==> config.mk <==
export PLATFORM = sky130hd
export DESIGN_NAME = sys_ctrl
export DESIGN_NICKNAME = d
export VERILOG_FILES = /design/src/rtl/sys_ctrl_pkg.sv /design/src/rtl/sys_ctrl_tx_seq.sv /design/src/rtl/sys_ctrl.sv
export SDC_FILE = /design/constraint.sdc
export NUM_CORES = 1
export LEC_CHECK = 0
export ABC_AREA = 1
export BUFFER_PORTS_ARGS = -buffer_cell sky130_fd_sc_hd__buf_2
export CAP_MARGIN = 20
export CORE_MARGIN = 2
export CORE_UTILIZATION = 52
export CTS_BUF_LIST = sky130_fd_sc_hd__clkbuf_16
export CTS_CLUSTER_SIZE = 20
export DETAILED_ROUTE_END_ITERATION = 7
export PLACE_DENSITY = 0.87
export SLEW_MARGIN = 20
export SYNTH_ARGS = -nofsm -noshare
export SYNTH_HDL_FRONTEND = slang
export SYNTH_SLANG_ARGS = --single-unit
==> constraint.sdc <==
create_clock -name CLK -period 1.93 [get_ports CLK]
set_input_delay 0.193 -clock CLK [delete_from_list [all_inputs] [get_ports CLK]]
set_output_delay 0.193 -clock CLK [all_outputs]
set_load 0.01 [all_outputs]
==> src/rtl/sys_ctrl_pkg.sv <==
// Shared types and constants for the command sequencer between UART RX/TX, register file and ALU.
package SYS_PKG;
  localparam int FRAME_W = 8;

  typedef logic [FRAME_W-1:0] dataframe_t;

  localparam dataframe_t CMD_WR      = 8'hAA;
  localparam dataframe_t CMD_RD      = 8'hBB;
  localparam dataframe_t CMD_ALU_OP  = 8'hCC;
  localparam dataframe_t CMD_ALU_NOP = 8'hDD;

  typedef enum logic [3:0] {
    IDLE, WR_ADDR, WR_DATA, RD_ADDR, RD_WAIT, OP_A, OP_B, ALU_FUN, ALU_WAIT, RESP
  } main_state_t;

  typedef enum logic [1:0] {
    T_IDLE, T_LOAD, T_WAIT_HI, T_WAIT_LO
  } tx_state_t;
endpackage

==> src/rtl/sys_ctrl_tx_seq.sv <==
// Response buffer (up to two bytes, low byte first) streamed into UART_TX under its Busy handshake.
module sys_ctrl_tx_seq
  import SYS_PKG::*;
#(
  parameter int DATA_WIDTH = 8
) (
  input  logic                  CLK,
  input  logic                  RST,
  input  logic                  load,
  input  logic [1:0]            len,
  input  logic [DATA_WIDTH-1:0] byte0,
  input  logic [DATA_WIDTH-1:0] byte1,
  output logic                  done,
  output logic [DATA_WIDTH-1:0] tx_data,
  output logic                  tx_data_valid,
  input  logic                  tx_busy
);

  tx_state_t state, state_nxt;
  logic [DATA_WIDTH-1:0] rsp0, rsp1, rsp0_nxt, rsp1_nxt, tx_data_nxt;
  logic two, two_nxt, idx, idx_nxt, tx_data_valid_nxt, more;

  assign more = two && !idx;

  always_ff @(posedge CLK or negedge RST) begin
    if (!RST) begin
      state         <= T_IDLE;
      rsp0          <= '0;
      rsp1          <= '0;
      two           <= 1'b0;
      idx           <= 1'b0;
      tx_data       <= '0;
      tx_data_valid <= 1'b0;
    end else begin
      state         <= state_nxt;
      rsp0          <= rsp0_nxt;
      rsp1          <= rsp1_nxt;
      two           <= two_nxt;
      idx           <= idx_nxt;
      tx_data       <= tx_data_nxt;
      tx_data_valid <= tx_data_valid_nxt;
    end
  end

  always_comb begin
    state_nxt = state;
    unique case (state)
      T_IDLE:    if (load) state_nxt = T_LOAD;
      T_LOAD:    if (!tx_busy) state_nxt = T_WAIT_HI;
      T_WAIT_HI: if (tx_busy) state_nxt = T_WAIT_LO;
      T_WAIT_LO: if (!tx_busy) state_nxt = more ? T_WAIT_HI : T_IDLE;
      default:   state_nxt = T_IDLE;
    endcase
  end

  // The second byte is loaded straight from T_WAIT_LO so it follows the Busy fall by one cycle.
  always_comb begin
    rsp0_nxt          = rsp0;
    rsp1_nxt          = rsp1;
    two_nxt           = two;
    idx_nxt           = idx;
    tx_data_nxt       = tx_data;
    tx_data_valid_nxt = 1'b0;
    done              = 1'b0;
    unique case (state)
      T_IDLE: begin
        if (load) begin
          rsp0_nxt = byte0;
          rsp1_nxt = byte1;
          two_nxt  = (len == 2'd2);
          idx_nxt  = 1'b0;
        end
      end
      T_LOAD: begin
        if (!tx_busy) begin
          tx_data_valid_nxt = 1'b1;
          tx_data_nxt       = rsp0;
        end
      end
      T_WAIT_LO: begin
        if (!tx_busy) begin
          if (more) begin
            tx_data_valid_nxt = 1'b1;
            tx_data_nxt       = rsp1;
            idx_nxt           = 1'b1;
          end else begin
            done = 1'b1;
          end
        end
      end
      default: ;
    endcase
  end

endmodule

==> src/rtl/sys_ctrl.sv <==
// Command sequencer: parses RX frames, drives register-file / ALU strobes, returns responses via UART_TX.
//   state    | meaning
//   IDLE     | waiting for an opcode frame
//   WR_ADDR  | write: waiting for address frame
//   WR_DATA  | write: waiting for data frame
//   RD_ADDR  | read: waiting for address frame
//   RD_WAIT  | read: waiting for rf_rd_valid
//   OP_A     | ALU: waiting for operand A (written to address 0)
//   OP_B     | ALU: waiting for operand B (written to address 1)
//   ALU_FUN  | ALU: waiting for function frame
//   ALU_WAIT | ALU: waiting for alu_out_valid
//   RESP     | response streaming through the TX sequencer
module sys_ctrl
  import SYS_PKG::*;
#(
  parameter int DATA_WIDTH = 8,
  parameter int ADDR_WIDTH = 4,
  parameter int ALU_WIDTH  = 16
) (
  input  logic                  CLK,
  input  logic                  RST,
  input  logic [DATA_WIDTH-1:0] rx_data,
  input  logic                  rx_data_valid,
  output logic [ADDR_WIDTH-1:0] rf_addr,
  output logic                  rf_wr_en,
  output logic [DATA_WIDTH-1:0] rf_wr_data,
  output logic                  rf_rd_en,
  input  logic [DATA_WIDTH-1:0] rf_rd_data,
  input  logic                  rf_rd_valid,
  output logic [3:0]            alu_fun,
  output logic                  alu_en,
  input  logic [ALU_WIDTH-1:0]  alu_out,
  input  logic                  alu_out_valid,
  output logic [DATA_WIDTH-1:0] tx_data,
  output logic                  tx_data_valid,
  input  logic                  tx_busy,
  output logic                  cmd_error,
  output logic                  overrun
);

  main_state_t state, state_nxt;
  logic [ADDR_WIDTH-1:0] rf_addr_nxt;
  logic [DATA_WIDTH-1:0] rf_wr_data_nxt;
  logic [3:0] alu_fun_nxt;
  logic rf_wr_en_nxt, rf_rd_en_nxt, alu_en_nxt, cmd_error_nxt, overrun_nxt;
  logic tx_load, tx_done;
  logic [1:0] tx_len;
  logic [DATA_WIDTH-1:0] tx_byte0, tx_byte1;
  logic op_wr, op_rd, op_alu, op_nop;

  assign op_wr  = (rx_data == DATA_WIDTH'(CMD_WR));
  assign op_rd  = (rx_data == DATA_WIDTH'(CMD_RD));
  assign op_alu = (rx_data == DATA_WIDTH'(CMD_ALU_OP));
  assign op_nop = (rx_data == DATA_WIDTH'(CMD_ALU_NOP));

  always_ff @(posedge CLK or negedge RST) begin
    if (!RST) begin
      state      <= IDLE;
      rf_addr    <= '0;
      rf_wr_en   <= 1'b0;
      rf_wr_data <= '0;
      rf_rd_en   <= 1'b0;
      alu_fun    <= '0;
      alu_en     <= 1'b0;
      cmd_error  <= 1'b0;
      overrun    <= 1'b0;
    end else begin
      state      <= state_nxt;
      rf_addr    <= rf_addr_nxt;
      rf_wr_en   <= rf_wr_en_nxt;
      rf_wr_data <= rf_wr_data_nxt;
      rf_rd_en   <= rf_rd_en_nxt;
      alu_fun    <= alu_fun_nxt;
      alu_en     <= alu_en_nxt;
      cmd_error  <= cmd_error_nxt;
      overrun    <= overrun_nxt;
    end
  end

  always_comb begin
    state_nxt = state;
    unique case (state)
      IDLE: begin
        if (rx_data_valid) begin
          if (op_wr)       state_nxt = WR_ADDR;
          else if (op_rd)  state_nxt = RD_ADDR;
          else if (op_alu) state_nxt = OP_A;
          else if (op_nop) state_nxt = ALU_FUN;
        end
      end
      WR_ADDR:  if (rx_data_valid) state_nxt = WR_DATA;
      WR_DATA:  if (rx_data_valid) state_nxt = IDLE;
      RD_ADDR:  if (rx_data_valid) state_nxt = RD_WAIT;
      RD_WAIT:  if (rf_rd_valid) state_nxt = RESP;
      OP_A:     if (rx_data_valid) state_nxt = OP_B;
      OP_B:     if (rx_data_valid) state_nxt = ALU_FUN;
      ALU_FUN:  if (rx_data_valid) state_nxt = ALU_WAIT;
      ALU_WAIT: if (alu_out_valid) state_nxt = RESP;
      RESP:     if (tx_done) state_nxt = IDLE;
      default:  state_nxt = IDLE;
    endcase
  end

  always_comb begin
    rf_addr_nxt    = rf_addr;
    rf_wr_data_nxt = rf_wr_data;
    alu_fun_nxt    = alu_fun;
    rf_wr_en_nxt   = 1'b0;
    rf_rd_en_nxt   = 1'b0;
    alu_en_nxt     = 1'b0;
    cmd_error_nxt  = 1'b0;
    overrun_nxt    = 1'b0;
    tx_load        = 1'b0;
    tx_len         = 2'd1;
    tx_byte0       = '0;
    tx_byte1       = '0;
    unique case (state)
      IDLE: cmd_error_nxt = rx_data_valid && !(op_wr || op_rd || op_alu || op_nop);
      WR_ADDR: if (rx_data_valid) rf_addr_nxt = rx_data[ADDR_WIDTH-1:0];
      WR_DATA: begin
        if (rx_data_valid) begin
          rf_wr_en_nxt   = 1'b1;
          rf_wr_data_nxt = rx_data;
        end
      end
      RD_ADDR: begin
        if (rx_data_valid) begin
          rf_addr_nxt  = rx_data[ADDR_WIDTH-1:0];
          rf_rd_en_nxt = 1'b1;
        end
      end
      RD_WAIT: begin
        overrun_nxt = rx_data_valid;
        tx_load     = rf_rd_valid;
        tx_byte0    = rf_rd_data;
      end
      OP_A, OP_B: begin
        if (rx_data_valid) begin
          rf_addr_nxt    = (state == OP_A) ? ADDR_WIDTH'(0) : ADDR_WIDTH'(1);
          rf_wr_en_nxt   = 1'b1;
          rf_wr_data_nxt = rx_data;
        end
      end
      ALU_FUN: begin
        if (rx_data_valid) begin
          alu_en_nxt  = 1'b1;
          alu_fun_nxt = rx_data[3:0];
        end
      end
      ALU_WAIT: begin
        overrun_nxt = rx_data_valid;
        tx_load     = alu_out_valid;
        tx_len      = 2'd2;
        tx_byte0    = alu_out[DATA_WIDTH-1:0];
        tx_byte1    = alu_out[ALU_WIDTH-1 -: DATA_WIDTH];
      end
      RESP: overrun_nxt = rx_data_valid;
      default: ;
    endcase
  end

  sys_ctrl_tx_seq #(.DATA_WIDTH(DATA_WIDTH)) u_tx_seq (
    .CLK           (CLK),
    .RST           (RST),
    .load          (tx_load),
    .len           (tx_len),
    .byte0         (tx_byte0),
    .byte1         (tx_byte1),
    .done          (tx_done),
    .tx_data       (tx_data),
    .tx_data_valid (tx_data_valid),
    .tx_busy       (tx_busy)
  );

endmodule

# [Word-level counts from Yosys, hierarchy flattened]
# Cells that the tools add are included.
[op_classes] n_eq_ne=35 mux=50 reduce_logical=24
[ops] operator="two-way mux 4 bit" count=16
[ops] operator="case mux 4 bit (10 select lines)" count=1
[ops] operator="equality test 8 bit, second input constant" count=4
[ops] operator="two-way mux 8 bit" count=4
[ops] operator="case mux 8 bit (2 select lines)" count=2
[ops] operator="!= test 2 bit, second input constant" count=15
[ops] operator="equality test 4 x 3 -> 1 bit, second input constant" count=4
[ops] operator="two-way mux 1 bit" count=16
[ops] operator="two-way mux 2 bit" count=6
[ops] operator="AND reduction 4 bit" count=3
[ops] operator="AND reduction 11 bit" count=1
[ops] operator="equality test 4 x 2 -> 1 bit, second input constant" count=2
[ops] operator="equality test 4 bit, second input constant" count=2
[ops] operator="case mux 2 bit (4 select lines)" count=1
[ops] operator="case mux 4 bit (2 select lines)" count=1
[ops] operator="equality test 2 bit, second input constant" count=3
[ops] operator="case mux 1 bit (2 select lines)" count=3
[ops] operator="AND reduction 2 bit" count=3
[ops] operator="nonzero test 2 bit" count=3
[ops] operator="OR reduction 3 bit" count=2
[ops] operator="!= test 5 bit, second input constant" count=1
[ops] operator="equality test 4 x 1 -> 1 bit, second input constant" count=1
[ops] operator="logical NOT 4 bit" count=1
[ops] operator="!= test 2 x 1 -> 1 bit, second input constant" count=2
[ops] operator="other kinds (7)" count=12
[word_totals] register_bits=54 in_bits=38 out_inout_bits=30 wordCells=125

# [Logic depth before layout (Yosys ltp)]
[logic_depth] depth_word=7 mapped_depth=10

# [Cells and area by module]
# Synthesis repeated with hierarchy kept, for this count alone.
[unflattened] hier_cells=359 hier_area_um2=2763.9
[by_module_without_submodules] module="sys_ctrl" instances=1 cells_per_inst=203 area_per_inst_um2=1503.9 seq_area_each_um2=625.6
[by_module_without_submodules] module="sys_ctrl_tx_seq" instances=1 cells_per_inst=156 area_per_inst_um2=1260.0 seq_area_each_um2=725.7

# [Worst setup path before layout]
# OpenSTA, ideal clock, no wires.
[synth_path] kind="flip-flop to flip-flop" startpoint="register state[0]" endpoint="register u_tx_seq.two" setup_ns=0.118 arrival_time_ns=1.419 path_slack_ns=0.393 path_stages_with_launch=11 n_path_buf=2 period_less_slack_ns=1.537 path_cell_list="dfrtp_1 > buf_4 > inv_2 > nand2_4 > nor2_8 > inv_4 > o21ai_4 > nand2_4 > buf_6 > nand2_2 > o21ai_2"
[synth_via] elab_chain_cells=3 word_cells_on_any_way=6 cone_classes="eq/ne (3); mux (2); reduce/logical (1)"
[synth_rtl] item="from (decl)" line="sys_ctrl.sv:41" source="main_state_t state, state_nxt;"
[synth_rtl] item="from (signal assigned)" line="sys_ctrl.sv:68" source="state <= state_nxt;"
[synth_rtl] item="equality test 4 bit or equality test 4 x 3 -> 1 bit (tied branches)" line="sys_ctrl.sv:117" source="unique case (state)"
[synth_rtl] item="case mux 1 bit (2 select lines) or two-way mux 2 bit (tied branches)" line="sys_ctrl.sv:117"
[synth_rtl] item="AND reduction 2 bit (no source line) or equality test 2 bit (tied branches)"
[synth_rtl] item="to (signal assigned)" line="sys_ctrl_tx_seq.sv:38" source="two <= two_nxt;"
[synth_rtl] item="to (decl)" line="sys_ctrl_tx_seq.sv:21" source="logic two, two_nxt, idx, idx_nxt, tx_data_valid_nxt, more;"
# Several ways; a longest one is shown, not always the timed one.
# A chain may end at the register's enable or synchronous reset.

# [Worst setup path after layout]
[layout_path] startpoint="register state[2]" endpoint="register state[0]"
[layout_via] elab_chain_cells=3 word_cells_on_any_way=23 cone_classes="eq/ne (20); mux (1); reduce/logical (2)"
[layout_rtl] item="logical NOT 4 bit (tied with other cells)" line="sys_ctrl.sv:82" source="unique case (state)"
[layout_rtl] item="!= test 5 bit (no source line) or != test 2 bit (tied branches)"
[layout_rtl] item="AND reduction 11 bit (no source line)"
# Several ways; a longest one is shown, not always the timed one.

==> flow_summary.yaml <==
clock_network:
  clock_path_buffers: 2
  cts.clk_slew.worst_paths_ns: 0.07
  cts_buffers: 5
  cts_sinks: 54
  cts_tree: "built"
  root_buffer: "clkbuf_16"
  cts_max_level: 2
  clkLatencyLatePin_ns: 0.29
  post_cts_buffers: 0
floorplanning:
  boundaryPins: 68
  dieArea_mm2: 0.00560
  initial_core_util: 0.545
  die_h_um: 74.8
  core_area_mm2: 0.00479
  row_count: 25
  die_w_um: 74.8
route:
  drc: 0
  first_pass_iters: 4
  vias: 2335
  drt-initial-drc-count: 180
  finalWirelength_um: 5810
  via_per_inst: 4.99
  detail_route.wl_per_cell_um: 12.4
  drtAntennaViolNets: 0
worst_setup_path:
  crit_required_ns: 2.16
  criticalPathCategory: "register to register"
  crit_fanout: 6
  start_kind: "register"
  crit_arrival_ns: 1.98
  cp-end-kind: "register"
sta:
  rsz0062_at_grt: "no"
  skew_ns: 0.00746
  fmax_ghz: 0.573
  relSlewSlack: 0.682
  final_hold_viol_count: 0
  period_needed_ns: 1.75
  setup_viol: 0
  tns_ns: 0
  period_share: 0.905
  slew_violations: 0
  worst-slew-pin-transition_ns: 0.476
finish:
  drive_above_1_share: 0.272
  fin_cells: 468
  final_nets: 438
  diodes: 0
  n_fill_cell: 408
  final_core_util: 0.671
  syn_to_final_growth_pct: 23.1
placement:
  io_buffers: 67
  dpl.cell_count: 459
  place.gp.congestion: 0.823
  dp_hpwl_um: 4220
grt:
  grt_max_degree: 55
  track_usage: 0.233
  antenna_found_initial: 0
  grt_pass1_vias: 2236
  grt_overflow: 0
  grt_pass1_wl_um: 9850
flow_run:
  max_cap_viol_count: 0
synthesis:
  synth_area_mm2: 0.00261
  synth_fp_nets: 365
  synth_top_area_cell: "dfrtp_1"
  netlist_instances: 327
  yosys_warnings: 0
  syn_area_per_cell_um2: 7.97
  yosysSeqAreaShare: 0.518
  synth_area_leaders: "dfrtp_1, nand2_1, nor2_1"
  ys_ff_latch: 54
  ys_types: 28
  synth_top_area_frac: 0.518
status:
  status: "completed"
pwr:
  p_leak_nw: 1.72
  totalPowerFinal_mw: 4.57
  powerDensity_mw_per_mm2: 1420
  vdd_drop_max_v: 0.000799
hold_path:
  hp-class: "primary input to register"
report_power, final:
group          total, mW  internal (mW)  switching, mW
clock               1.02          0.612          0.405
sequential          1.79           1.52          0.266
combinational       1.77          0.665           1.11
worst max-delay path, stage by stage (launching register included):
cell and delay [ns]:
dfrtp_1 0.45, nor2_1 0.23, inv_1 0.10, nor2_1 0.21
nand4_1 0.30, nand2_1 0.24, nand2_1 0.08, nand2_1 0.07
cells in the final DEF, fill, tap and decap left out, drive strengths merged, types with 2 or more instances in the layout:
cell / netlist / layout
clkinvlp: 0 / 2
nand2: 145 / 145
nand3: 20 / 20
dfrtp: 54 / 54
clkbuf: 2 / 5
a31oi: 9 / 9
buf: 5 / 72
o21ai: 29 / 29
a21oi: 6 / 6
inv: 24 / 24
nor2: 29 / 29
stage by stage:
step / setup WS [ns] / hold WS (ns) / instance area (µm²)
final: 0.184 / 0.149 / 3210
after global placement: 0.233 / 0.211 / 3030
after CTS: 0.181 / 0.149 / 3210
after floorplan: 0.393 / -0.103 / 2610
after global routing: 0.0462 / 0.148 / 3210
after detailed placement: 0.218 / 0.207 / 3030
sequential cells by signal (all words and copies together), names as in the netlist, 2 cells and up:
name	count
rf_wr_data	8
u_tx_seq.tx_data	8
alu_fun	4
u_tx_seq.rsp1	8
u_tx_seq.rsp0	8
u_tx_seq.state	2
state	4
rf_addr	4
cell usage after synthesis:
cell type	count
dfrtp_1	54
or2_2	1
nand2_1	138
a31oi_1	9
o21ai_2	9
buf_4	1
o21ai_1	8
nor3_1	1
o21ai_4	1
a21oi_2	1
clkbuf_1	1
a21oi_1	5
nand2_2	4
nor2_8	1
clkbuf_2	1
o21ai_0	11
o31ai_1	1
inv_4	1
inv_2	5
nor2_1	27
nand3_1	19
nand4_1	1
buf_6	2
buf_2	2
nand3_2	1
nand2_4	3
nor2_2	1
inv_1	18
timing repair:
item,4_1_cts,5_1_grt
gates resized for setup,0,1
endpoints found under the hold margin,54,0
setup endpoints to repair,0,4
hold buffers,1,0
routing by layer:
metal	track usage	part of all wire
met1	0.293	0.43
met2	0.400	0.52
met3	0.0469	0.038
met4	0.0833	0.015
met5	0	0
final timing paths:
path,startpoint,to,slack [ns],cells past startpoint
worst max-delay path,state[2]$_DFFE_PN0P_,state[0]$_DFFE_PN0P_,0.18,7
worst min-delay path,alu_out[11],u_tx_seq.rsp1[3]$_DFFE_PN0P_,0.15,3
worst max register to register,state[2]$_DFFE_PN0P_,state[0]$_DFFE_PN0P_,0.18,7
worst min register to register,rf_wr_data[7]$_DFFE_PN0P_,rf_wr_data[7]$_DFFE_PN0P_,0.47,2
max in group asynchronous,RST,rf_addr[3]$_DFFE_PN0P_,1.26,3
min in group asynchronous,RST,u_tx_seq.rsp0[2]$_DFFE_PN0P_,0.43,3
cell type report:
type | instances | area (µm²) | area share
Clock inverter | 3 | 45.0 | 0.0140
Multi-Input combinational cell | 242 | 1120 | 0.348
Sequential cell | 54 | 1350 | 0.421
Tap cell | 67 | 83.8 | 0.0261
Inverter | 24 | 92.6 | 0.0288
Timing Repair Buffer | 73 | 395 | 0.123
Clock buffer | 5 | 125 | 0.0390
cells by family (layout without fill, tap and decap cells):
family,Yosys count,in the layout,share of synthesized area
flip-flops,54,54,0.518
AO/OA/AOI/OAI,45,45,0.110
buffers and inverters,31,105,0.0542
AND/OR/NAND/NOR,197,197,0.317
(Power assumes the default switching activity.)
